## src/rtl/uart_rx_fifo.sv

```systemverilog
// ----------------------------------------------------------------------------
// uart_rx_fifo
//   Receive-side byte buffer between the UART rx deserializer and the
//   interface circuit. One byte is captured per rising edge of the rx done
//   strobe, and the oldest stored byte is shown first-word-fall-through. The
//   consumer removes it with a single-cycle read request. Back-to-back frames
//   are therefore kept while the consumer is busy with the ALU/tx path.
//
// Parameters
//   WIDTH_WORD      data width in bits (rx word width)
//   DEPTH_LOG2      log2 of the entry count
//
// Ports
//   i_clock         system clock, rising edge
//   i_reset         asynchronous, active-low reset
//   i_wr            rx done strobe; its rising edge writes i_data_wr
//   i_data_wr       byte to store, sampled on the cycle i_wr rises
//   i_rd            pop request; pops one entry per cycle while not empty
//   i_clr_overflow  clears the sticky overflow flag
//   o_data_rd       oldest stored byte, 0 when empty
//   o_empty         no entries stored
//   o_full          2**DEPTH_LOG2 entries stored
//   o_count         number of stored entries
//   o_overflow      sticky: a write was dropped because the FIFO was full
// ----------------------------------------------------------------------------
module uart_rx_fifo #(
    parameter int WIDTH_WORD = 8,
    parameter int DEPTH_LOG2 = 4
) (
    input  logic                  i_clock,
    input  logic                  i_reset,
    input  logic                  i_wr,
    input  logic [WIDTH_WORD-1:0] i_data_wr,
    input  logic                  i_rd,
    input  logic                  i_clr_overflow,
    output logic [WIDTH_WORD-1:0] o_data_rd,
    output logic                  o_empty,
    output logic                  o_full,
    output logic [DEPTH_LOG2:0]   o_count,
    output logic                  o_overflow
);

    localparam int DEPTH = 2 ** DEPTH_LOG2;
    localparam logic [DEPTH_LOG2:0] FULL_COUNT = {1'b1, {DEPTH_LOG2{1'b0}}};

    logic [WIDTH_WORD-1:0] mem [DEPTH];
    logic [DEPTH_LOG2-1:0] wr_ptr;
    logic [DEPTH_LOG2-1:0] rd_ptr;
    logic [DEPTH_LOG2:0]   count;
    logic                  wr_q;
    logic                  overflow;

    logic wr_ev;
    logic rd_ev;
    logic accepted_wr;
    logic drop_wr;

    // A long strobe writes once: only its first cycle counts as an event.
    assign wr_ev       = i_wr & ~wr_q;
    assign rd_ev       = i_rd & ~o_empty;
    // When full, a simultaneous pop frees the slot the write needs.
    assign accepted_wr = wr_ev & (~o_full | rd_ev);
    assign drop_wr     = wr_ev & o_full & ~rd_ev;

    // Status flags come only from the registered count. This keeps i_rd/i_wr
    // out of any combinational path to them, and the async reset clears them
    // immediately.
    assign o_count    = count;
    assign o_empty    = (count == '0);
    assign o_full     = (count == FULL_COUNT);
    assign o_overflow = overflow;

    always_ff @(posedge i_clock or negedge i_reset) begin
        if (!i_reset) begin
            wr_ptr   <= '0;
            rd_ptr   <= '0;
            count    <= '0;
            overflow <= 1'b0;
            // Starts high so that a strobe already asserted at reset release
            // is not seen as a rising edge.
            wr_q     <= 1'b1;
        end else begin
            // NOTE: state registers use non-blocking assignments. All of them
            // then update together from the same pre-edge values, with no
            // dependence on statement order.
            wr_q <= i_wr;
            if (accepted_wr) wr_ptr <= wr_ptr + 1'b1;
            if (rd_ev)       rd_ptr <= rd_ptr + 1'b1;

            case ({accepted_wr, rd_ev})
                2'b10:   count <= count + 1'b1;
                2'b01:   count <= count - 1'b1;
                default: count <= count;
            endcase

            // A drop in the same cycle as a clear leaves the flag set.
            if (drop_wr)             overflow <= 1'b1;
            else if (i_clr_overflow) overflow <= 1'b0;
        end
    end

    // NOTE: the storage array has no reset. Emptiness is tracked by count
    // alone, so old contents are never visible, and leaving out the reset
    // lets the array map onto plain RAM.
    always_ff @(posedge i_clock) begin
        if (accepted_wr) mem[wr_ptr] <= i_data_wr;
    end

    // NOTE: the combinational output gets a default assignment first. Every
    // path then assigns it, and no latch is inferred.
    always_comb begin
        o_data_rd = '0;
        if (!o_empty) o_data_rd = mem[rd_ptr];
    end

endmodule

```

## config.mk

```make
export PLATFORM = sky130hd
export DESIGN_NAME = uart_rx_fifo
export DESIGN_NICKNAME = d
export VERILOG_FILES = /design/src/rtl/uart_rx_fifo.sv
export SDC_FILE = /design/constraint.sdc
export NUM_CORES = 1
export LEC_CHECK = 0
export ABC_AREA = 0
export CAP_MARGIN = 10
export CORE_ASPECT_RATIO = 0.5
export CORE_MARGIN = 2
export CORE_UTILIZATION = 50
export CTS_CLUSTER_DIAMETER = 100
export DETAILED_ROUTE_END_ITERATION = 12
export PLACE_DENSITY = 0.68
export SETUP_SLACK_MARGIN = 0.4
export SLEW_MARGIN = 10
export SYNTH_ARGS = -nofsm -noshare
export SYNTH_HDL_FRONTEND = slang
export SYNTH_SLANG_ARGS = --single-unit
```

## constraint.sdc

```tcl
create_clock -name i_clock -period 6.3 [get_ports i_clock]
set_clock_uncertainty 0.05 [all_clocks]
set_input_delay 1.89 -clock i_clock [delete_from_list [all_inputs] [get_ports i_clock]]
set_output_delay 1.89 -clock i_clock [all_outputs]
set_load 0.05 [all_outputs]
```

==> metrics, run 1 <==
LEAKAGE 0.002393 uW; DRT antenna net count 0; maximum clock path buffer count 2; I/O Buffers 28; Critical Setup Path Class reg2out; initial antenna violation count 0; Seq/Total Area, Yosys 70.05%; DRC viols 0; CP Max Fanout 17; Post-CTS Setup Bufs 0; Worst EP required 4360 ps; top cells by area, synth edfxtp_1, mux4_2, dfrtp_1; Initial DRT Pass Iterations 5; vias in the first global route 3042; RSZ-0062 raised after global routing false; dpl cell area 6424 sq um; multiplexer share of the synthesized area 15.97%; Overall Global Routing Usage 19.36%; Antenna diodes 0; setup TNS 0 ps; Hold Violations, Final 0; fin cells 533; chip width 159.2 um; CTS tree yes; Pwr Total 3437 uW; largest net degree at the start of global routing 23; Slew Viols, Final 0; Syn. warnings 0; Post-Syn Area per Cell 18.83 sq um; CTS resizes 0; core area 11770 sq um; Clock Latency Late Sink 420 ps; first-pass GRT wire length 17780 um; post-layout min period 5256 ps; Vias/cell 5.689; Slew HR 20.17%; Post-synth EDFFs 128; Final setup viols 0; Wirelength per Cell 21.97 um; Final period util 83.42%; post-synthesis xor/xnor area fraction 1.454%; compound-gate portion of the synthesized area 2.991%; area of the multi-input gates 1623 sq um; register area 4220 sq um; FMAX 190.3 MHz; Worst VDD drop 0.3320 mV; simple-gate portion of the synthesized area 4.341%; clock sinks 143; num ports 29; worst-margin pin slew 1194 ps; routed via count 3032; Rows 28; area delta synth->final 16.95%; GPL Wtd Cong 0.8187; asr flop ratio synth 10.49%; status completed; Mapped Area 6025 sq um; fin worst setup slack 1044 ps; Post-CTS Hold Fix Bufs 0; Clock transition at path regs 60 ps; Post-DP HPWL 7580 um; synthesized flop and latch total 143; Mapped Nets 342; Final Net Count 377; DIE AREA 13000 sq um; min-delay worst type reg2reg; placed insts 501; largest family of logic cells by synthesized area multiplexers; cell area after layout 7046 sq um; power per standard cell area 487.8 nW/um^2; Max Cap Violations 0; Crit path arrival time 3320 ps; layout cells sized above 1 21.20%; dpl ws 1433 ps; GR Overflow Total 0; Detailed Route WL 11710 um; Cells after Synth 320; CTS Buf Count 17; Die Y 81.62 um; Filler cells 883; post-synth top area share 63.80%; Setup crit end kind output pin; area leader, netlist edfxtp_1; Yosys cell types 45; First DRT Iteration DRCs 172; startpoint types flop; Synth Area in Adders 1.869%; Top FF cell, synth edfxtp_1; H-tree depth 4; Starting Density 51.18%; clk root buf clkbuf_16
-- layout by cell type (no fill, tap or decap), types with 2 or more instances in the layout --
| master | synthesis | final |
|---|---|---|
| a21oi_1 | 10 | 10 |
| and3_1 | 6 | 6 |
| buf_4 | 4 | 8 |
| bufinv_16 | 0 | 4 |
| clkbuf_16 | 0 | 17 |
| clkdlybuf4s50_1 | 0 | 28 |
| clkinv_2 | 0 | 2 |
| clkinvlp_4 | 0 | 6 |
| dfrtp_1 | 14 | 14 |
| edfxtp_1 | 128 | 128 |
| ha_1 | 9 | 9 |
| inv_1 | 9 | 9 |
| mux2_2 | 11 | 11 |
| mux2i_1 | 8 | 8 |
| mux4_1 | 10 | 10 |
| mux4_2 | 22 | 22 |
| nand2_1 | 6 | 6 |
| nand2b_1 | 3 | 3 |
| nand3_1 | 7 | 7 |
| nor2_1 | 10 | 10 |
| nor2b_1 | 2 | 2 |
| nor3_1 | 3 | 3 |
| nor4_1 | 3 | 3 |
| nor4b_2 | 0 | 3 |
| o21ai_0 | 7 | 7 |
| o21ai_1 | 3 | 3 |
| or4_1 | 2 | 2 |
| xnor2_1 | 7 | 7 |
| xor2_1 | 3 | 3 |
-- path summary, 6_finish.rpt --
check / start / endpoint / slack (ps) / depth (start not counted)
max in group asynchronous: i_reset / rd_ptr[1] / 3800 / 1
setup reg to reg: o_count[2] / o_count[4] / 2730 / 11
hold reg to reg: wr_ptr[0] / wr_ptr[0] / 500 / 1
hold / removal: wr_ptr[0] / wr_ptr[0] / 500 / 1
min in group asynchronous: i_reset / o_count[2] / 1890 / 1
setup / recovery: rd_ptr[1] / o_data_rd[2] / 1040 / 5
-- critical path, stage by stage (launching register included) --
cell and delay (ps):
dfrtp_1 970, mux4_1 660, mux2_2 290, o21ai_0 170, a21oi_1 60, clkdlybuf4s50_1 730
-- Yosys cell counts, types with 2 or more instances --
library cell and n:
edfxtp_1 128, nand3_1 7, mux4_2 22, and3_1 6, buf_4 4, nor3_1 3, mux2_2 11, or4_1 2
clkbuf_1 4, buf_2 4, clkbuf_8 2, nand2_1 6, o21ai_1 3, nor4b_1 3, o21ai_0 7, mux4_1 10
nand2b_1 3, dfrtp_1 14, nor2b_1 2, mux2i_1 8, nor4_1 3, nor2_1 10, a21oi_1 10, buf_6 3
ha_1 9, inv_1 9, xor2_1 3, xnor2_1 7
-- layer usage --
layer | global-route usage, % | up-vias | part of all wire, %
li1 | - | 1354 | -
met1 | 26.13 | 1580 | 45
met2 | 30.96 | 84 | 48
met3 | 5.000 | 14 | 5.0
met4 | 7.727 | 0 | 1.4
met5 | 0 | - | 0
-- flip-flops by register name, indices dropped and copies added (netlist names) --
name / flops
rd_ptr: 4
mem: 128
wr_q: 1
o_overflow: 1
wr_ptr: 4
o_count: 5
-- where the power goes --
group / internal, uW / switching [uW]
combinational: 496 / 599
clock: 662 / 385
sequential: 1120 / 175
-- final cells by class --
cell class / count / share of cell area (%)
tap: 165 / 2.930
timing repair buffer: 36 / 4.830
sequential: 143 / 59.90
clock inverter: 14 / 2.735
clock buffer: 18 / 6.091
inverter: 9 / 0.4795
multi-input combinational: 148 / 23.03
-- per-stage QoR --
stage / hold WS [ps] / utilization [%]
finish: 495.8 / 59.85
global route: 531.7 / 59.85
CTS: 500.8 / 59.85
detailed placement: 488.0 / 54.57
global placement: 468.2 / 54.57
floorplan: 446.5 / -
-- kinds of logic (layout without fill, tap and decap cells) --
family                   Yosys count  in the layout
AO/OA/AOI/OAI                     30             30
XOR/XNOR                          10             10
adder cells (fa/ha/maj)            9              9
buffers and inverters             29             77
flip-flops                       143            143
multiplexers                      51             51
AND/OR/NAND/NOR                   48             48
Note: power is estimated with default switching activity, not from simulation.
==> run 2, diff against run 1 <==
==> constraint.sdc (replaced) <==
create_clock -name i_clock -period 5.4 [get_ports i_clock]
set_clock_uncertainty 0.05 [all_clocks]
set_input_delay 1.62 -clock i_clock [delete_from_list [all_inputs] [get_ports i_clock]]
set_output_delay 1.62 -clock i_clock [all_outputs]
set_load 0.05 [all_outputs]
==> run 2 against run 1 <==
Effect of this change: total power up 16%; register-to-register slack worse by 870 ps; core utilization up 0.15 points; first-iteration DRC count up 52%; combinational power up 24%; sequential power up 12%; cell count up 0.94%; critical path type unchanged; largest cell class unchanged; largest power group unchanged.
==> metrics, run 2 (same netlist as run 1, synthesis figures left out) <==
status completed; H-tree depth 4; routed via count 3029; CTS tree yes; r2r startpoint o_count[2]; RSZ-0062 raised after global routing false; largest net degree at the start of global routing 20; chip width 159.2 um; DRC viols 0; First DRT Iteration DRCs 262; DRT antenna net count 0; placed insts 506; Final setup viols 0; DIE AREA 13000 sq um; worst-margin pin slew 823.8 ps; Setup crit end kind output pin; Starting Density 51.18%; Critical Path Source rd_ptr[1]; GPL Wtd Cong 0.8404; clk root buf clkbuf_16; I/O Buffers 28; most frequent cells in the layout edfxtp_1, clkdlybuf4s50_1, mux4_2; commonest non-fill, non-tap cell in the layout edfxtp_1; area delta synth->final 17.24%; fin worst setup slack 529.5 ps; Antenna diodes 0; fin cells 538; layout cells sized above 1 21.72%; setup TNS 0 ps; Vias/cell 5.630; Worst VDD drop 0.3801 mV; Crit path arrival time 3200 ps; Slew HR 44.91%; Slew Viols, Final 0; startpoint types flop; post-layout min period 4870 ps; Hold Path Origin o_overflow; initial antenna violation count 0; min-delay worst type reg2reg; maximum clock path buffer count 2; Worst EP required 3730 ps; Final period util 90.19%; Wirelength per Cell 21.62 um; Post-DP HPWL 7713 um; power per standard cell area 563.0 nW/um^2; Rows 28; GR Overflow Total 0; Top reg by flops mem; Clock Latency Late Sink 410 ps; Clock transition at path regs 60 ps; Final Net Count 382; max FFs per register 128; Critical Setup Path Class reg2out; LEAKAGE 0.002428 uW; first-pass GRT wire length 18110 um; dpl ws 951.2 ps; Hold Violations, Final 0; FMAX 205.3 MHz; core area 11770 sq um; Max Cap Violations 0; Die Y 81.62 um; CTS Buf Count 17; num ports 29; Overall Global Routing Usage 19.63%; Initial DRT Pass Iterations 4; CP Max Fanout 9; clock sinks 143; vias in the first global route 3139; Detailed Route WL 11630 um
[run 2: power breakdown]
group	switching (uW)	internal, uW
Combinational	766	587
Clock	437	725
Sequential	154	1310
Total	1360	2620
[run 2: routing by layer]
metal | part of all wire [%] | GRT usage (%) | vias to the layer above
met4 | 1.1 | 8.818 | 0
met2 | 49 | 32.00 | 77
met1 | 44 | 25.61 | 1573
li1 | - | - | 1367
met3 | 5.9 | 5.101 | 12
met5 | 0 | 0 | -
[run 2: critical path, cell delays in order (launching register included)]
cell and delay [ps]:
dfrtp_1 640, buf_4 310, mux4_1 560, mux2_2 270, o21ai_0 200, a21oi_1 70
clkdlybuf4s50_1 740
[run 2: cell type report]
class | instances | area (sq um)
clock buffer | 18 | 429.2
tap | 165 | 206.4
sequential | 143 | 4220
timing repair buffer | 41 | 382.9
inverter | 9 | 33.78
multi-input combinational | 148 | 1623
clock inverter | 14 | 167.7
fill | 861 | 4708
[run 2: final timing paths]
| kind | to | slack [ps] | cells after the start |
|---|---|---|---|
| max in group asynchronous | rd_ptr[3] | 3150 | 1 |
| max reg2reg | o_count[4] | 1860 | 11 |
| min in group asynchronous | o_count[0] | 1630 | 1 |
| min reg2reg | o_overflow | 500 | 2 |
| min | o_overflow | 500 | 2 |
| max | o_data_rd[0] | 530 | 6 |
[run 2: metrics by stage]
stage,instance area [sq um],hold slack (ps),util [%],power [uW]
CTS,7058,497.5,59.96,4000
floorplan,6025,446.5,-,2481
detailed placement,6461,484.1,54.89,2834
global placement,6461,467.4,54.89,2801
finish,7063,496.1,60.00,3976
global route,7063,537.9,60.00,4147
[run 2: repair_timing]
item	4_1_cts	5_1_grt
buffers inserted	0	0
hold buffers	0	0
setup endpoints to repair	0	2
resized for setup	0	2
==> run 3, diff against run 2 <==
--- a/config.mk
+++ b/config.mk
@@ -12,7 +12,7 @@
 export CORE_UTILIZATION = 50
 export CTS_CLUSTER_DIAMETER = 100
 export DETAILED_ROUTE_END_ITERATION = 12
-export PLACE_DENSITY = 0.68
+export PLACE_DENSITY = 0.76
 export SETUP_SLACK_MARGIN = 0.4
 export SLEW_MARGIN = 10
 export SYNTH_ARGS = -nofsm -noshare
==> constraint.sdc (replaced) <==
create_clock -name i_clock -period 5.8 [get_ports i_clock]
set_clock_uncertainty 0.05 [all_clocks]
set_input_delay 1.74 -clock i_clock [delete_from_list [all_inputs] [get_ports i_clock]]
set_output_delay 1.74 -clock i_clock [all_outputs]
set_load 0.05 [all_outputs]
==> run 3 against run 2 <==
Effect of this change: worst hold slack lost 1.2 ps; critical path type unchanged; combinational power shrank 7%; critical endpoint is now o_data_rd[1]; via count grew 2.4%; setup slack gained 330 ps; critical path depth shrank 1; flip-flop and latch count is the same; clock power shrank 9%.
==> metrics, run 3 (same netlist as run 1, synthesis figures left out) <==
largest net degree at the start of global routing 28; DRT antenna net count 0; Post-CTS Hold Fix Bufs 0; layout cells sized above 1 21.56%; initial antenna violation count 0; Hold Violations, Final 0; Wirelength per Cell 21.46 um; commonest non-fill, non-tap cell in the layout edfxtp_1; DIE AREA 13000 sq um; First DRT Iteration DRCs 360; sw frac 35.18%; Vias/cell 5.785; Crit path arrival time 3150 ps; post-layout min period 4940 ps; chip width 159.2 um; Gate power share 34.2%; CTS resizes 0; worst-margin pin slew 1157 ps; CP Max Fanout 21; Setup crit end kind output pin; startpoint types flop; Top reg by flops mem; sequential power share 37.1%; RSZ-0062 raised after global routing false; Post-DP HPWL 7521 um; GR Overflow Total 0; Filler cells 835; Rows 28; Worst VDD drop 0.2990 mV; Critical Setup Path Class reg2out; r2r setup slk 2380 ps; placed insts 504; Final setup viols 0; Antenna diodes 0; maximum clock path buffer count 2; H-tree depth 4; Starting Density 51.18%; num ports 29; Slew Viols, Final 0; max FFs per register 128; Clock transition at path regs 60 ps; Max Cap Violations 0; Die Y 81.62 um; CTS tree yes; fin cells 536; Clock Power Share 28.7%; dpl cell area 6434 sq um; status completed; Post-CTS Setup Bufs 0; Detailed Route WL 11500 um; Clock Latency Late Sink 420 ps; Worst EP required 4010 ps; core area 11770 sq um; routed via count 3101; I/O Buffers 28; FMAX 202.4 MHz; LEAKAGE 0.002398 uW; first-pass GRT wire length 18130 um; GPL Wtd Cong 0.7874; Initial DRT Pass Iterations 5; vias in the first global route 3274; Critical Path End o_data_rd[1]; area delta synth->final 16.41%; P_int 2364 uW; clock sinks 143; setup TNS 0 ps; clk root buf clkbuf_16; power per standard cell area 520.1 nW/um^2; Switch Pwr 1283 uW; Critical Path Source rd_ptr[3]; Slew HR 22.67%; reg-to-reg endpoint o_count[4]; Final period util 85.17%; r2r startpoint o_count[2]; Final Net Count 380; min-delay worst type reg2reg; DRC viols 0; Overall Global Routing Usage 19.16%; Worst Reg-to-Reg Cells 11; CTS Buf Count 17; cell area after layout 7013 sq um; most frequent cells in the layout edfxtp_1, clkdlybuf4s50_1, mux4_2
run 3: critical path, stage by stage (launching register included):
cell             delay (ps)
dfrtp_1                1000
mux4_2                  410
mux2_2                  300
o21ai_0                 190
a21oi_1                  80
clkdlybuf4s50_1         730
run 3: worst min-delay path by stage:
| stage | slack [ps] | cells past startpoint | endpoint | from |
|---|---|---|---|---|
| floorplan | 450 | 1 | wr_ptr[0] | wr_ptr[0] |
| global placement | 470 | 1 | wr_ptr[0] | wr_ptr[0] |
| detailed placement | 490 | 1 | wr_ptr[0] | wr_ptr[0] |
| CTS | 500 | 1 | wr_ptr[0] | wr_ptr[0] |
| global route | 530 | 2 | o_overflow | o_overflow |
| finish | 490 | 2 | o_overflow | o_overflow |
run 3: per-layer routing:
metal  global-route usage, %  wire, um  part of all wire, %  vias up
met3                   5.152       632                  5.5       16
met4                   7.364       170                  1.5        0
met2                   31.96      5637                   49      108
met5                       0         0                    0        -
met1                   24.77      5061                   44     1607
li1                        -         -                    -     1370
run 3: layout make-up:
class                      count  area, sq um  share of cell area, %
inverter                       9        33.78                 0.4817
clock buffer                  17        425.4                  6.066
tap                          165        206.4                  2.944
timing repair buffer          39        362.8                  5.174
multi-input combinational    148         1610                  22.96
clock inverter                15        153.9                  2.194
sequential                   143         4220                  60.18
run 3: metrics by stage:
step	power (uW)	worst slack, ps	utilization [%]	hold slack [ps]
2_1_floorplan	2310	1824	-	446.5
3_3_place_gp	2582	1320	54.66	468.8
3_5_place_dp	2624	1268	54.66	485.4
4_1_cts	3673	852.4	59.58	498.9
5_1_grt	3800	725.5	59.58	531.8
6_report	3647	860.3	59.58	494.9
run 3: power by group through the flow:
stage / combinational [uW] / sequential [uW] / clock (uW)
6_report: 1250 / 1350 / 1050
5_1_grt: 1330 / 1370 / 1100
4_1_cts: 1260 / 1350 / 1060
3_5_place_dp: 1250 / 1370 / 0
3_3_place_gp: 1220 / 1360 / 0
2_1_floorplan: 962 / 1350 / 0
==> edit (config.mk and constraints of run 3) <==
Put one more register stage on the output `o_count`, with the module's reset. The value now appears one clock later. The other outputs are not delayed to match.
--- a/src/rtl/uart_rx_fifo.sv
+++ b/src/rtl/uart_rx_fifo.sv
@@ -66,5 +66,11 @@
     // out of any combinational path to them, and the async reset clears them
     // immediately.
-    assign o_count    = count;
+    always_ff @(posedge i_clock or negedge i_reset) begin
+        if (!i_reset) begin
+            o_count <= '0;
+        end else begin
+            o_count <= count;
+        end
+    end
     assign o_empty    = (count == '0);
     assign o_full     = (count == FULL_COUNT);
Behaviour: not the same (Yosys sat finds a counterexample within 4 cycles, from zero or initial values and one cycle with i_reset low).
==> edit against run 3 <==
  * Worst setup slack lost 0.26 ns
  * First-iteration DRC count down 22%
  * Synthesized area increased by 2.1%
  * Wire length up 5.2%
  * Sequential cell count increased by 5
  * Count of clock-buffer cells in the layout increased by 2
  * Total power increased by 4.3%
  * Cell area rose by 2.3%
  * Largest cell class unchanged
==> edit: results <==
export IMPL_gp_congestion=0.779
export IMPL_drt_iter0_drc=280
export IMPL_syn_nets=347
export IMPL_inv_count=9
export IMPL_dpl_hpwl_um=7710
export IMPL_worst_pin_slew_ns=1.17
export IMPL_vdd_ir_drop_max_uv=302
export IMPL_multi_input_gates=148
export IMPL_seq_area_frac_synth_pct=70.7
export IMPL_cp_max_fo=17
export IMPL_top_regs="mem (128), count (5), o_count (5)"
export IMPL_p_seq_uw=1440
export IMPL_synthArstFlopShare_pct=13.5
export IMPL_seq_share_pct=60.6
export IMPL_synth_cell_types=45
export IMPL_numPortBuffers=28
export IMPL_num_tap_cells=165
export IMPL_hold_class="register to register"
export IMPL_placed_area_mm2=0.00656
export IMPL_dp_cells=507
export IMPL_clkCellAreaFrac_pct=8.58
export IMPL_buffer_area_share_pct=4.85
export IMPL_hold_path_depth=0
export IMPL_synth_cells=325
export IMPL_postRouteWirelength_um=12100
export IMPL_status="complete, no violations"
export IMPL_fillCellCount=855
export IMPL_buffers_excl_clock=37
export IMPL_synthTopCellsByArea="edfxtp_1 63%, mux4_2 8.1%, dfrtp_1 7.7%, mux4_1 4.3%, mux2_2 2.0%"
export IMPL_multi_input_area_mm2=0.00162
export IMPL_swShare_pct=33.5
export IMPL_pre_cts_slack_ns=1.05
export IMPL_pwr_group_clock_uw=1130
export IMPL_yosys_register_bits=148
export IMPL_grt_use_total_pct=20.1
export IMPL_grt_pass1_vias=3157
export IMPL_drtPass1Iterations=5
export IMPL_grt_max_degree=21
export IMPL_multi_input_area_share_pct=22.6
export IMPL_nets=383
export IMPL_p_leak_uw=0.00246
export IMPL_vias_per_cell=5.86
export IMPL_cts_root_buf="clkbuf_16"
export IMPL_drive_gt1_share_pct=20.3
export IMPL_synth_common_cells="128 x edfxtp_1, 22 x mux4_2, 19 x dfrtp_1, 11 x mux2_2"
export IMPL_grt_pass1_wl_um=18800
export IMPL_htree_levels=4
export IMPL_arrival_ns=3.41
export IMPL_p_switching_uw=1270
export IMPL_yosysWarnings=0
export IMPL_clkbuf_count=19
export IMPL_stdcell_count=539
## edit: cell count changes in the layout (fill, tap and decap cells not counted)
cell / run 3 / this run
dfrtp_1: 14 / 19
inv_6: 5 / 1
clkinv_2: 0 / 1
clkinv_4: 4 / 3
clkinvlp_4: 3 / 2
clkinv_1: 0 / 2
buf_4: 11 / 9
nor4b_2: 1 / 3
inv_8: 2 / 0
nor4b_1: 2 / 0
bufinv_16: 1 / 4
clkbuf_1: 0 / 2
## edit: path summary, 6_finish.rpt
kind	startpoint	endpoint	slack, ns
worst max-delay path	rd_ptr[1]$_DFFE_PN0P_	o_data_rd[0]	0.60
max in group asynchronous	i_reset	rd_ptr[0]$_DFFE_PN0P_	3.26
worst max register to register	count[2]$_DFFE_PN0P_	count[4]$_DFFE_PN0P_	2.25
worst min register to register	count[3]$_DFFE_PN0P_	o_count[3]$_DFF_PN0_	0.45
min in group asynchronous	i_reset	count[1]$_DFFE_PN0P_	1.82
worst min-delay path	count[3]$_DFFE_PN0P_	o_count[3]$_DFF_PN0_	0.45
## edit: critical path: stages, from the launching register on
cell and delay (ns):
dfrtp_1 0.98, mux4_1 0.67, mux2_2 0.28, o21ai_0 0.20, a21oi_1 0.09, clkdlybuf4s50_1 0.76
## edit: cells by family (layout without fill, tap and decap cells)
logic type / count (synthesis) / in the layout / synth area share, %
compound gates: 30 / 30 / 2.93
xor+xnor: 10 / 10 / 1.42
fa+ha+maj: 9 / 9 / 1.83
buf+inv: 29 / 78 / 3.26
flops: 148 / 148 / 70.7
mux: 51 / 51 / 15.6
simple gates: 48 / 48 / 4.25
## edit: routing by layer
metal  track usage, %  wire length (µm)  vias up
li1                 -                 -     1377
met1             26.7              5200     1649
met2             32.7              5970      116
met3             4.60               801       14
met4             8.75               123        0
met5                0                 0        -
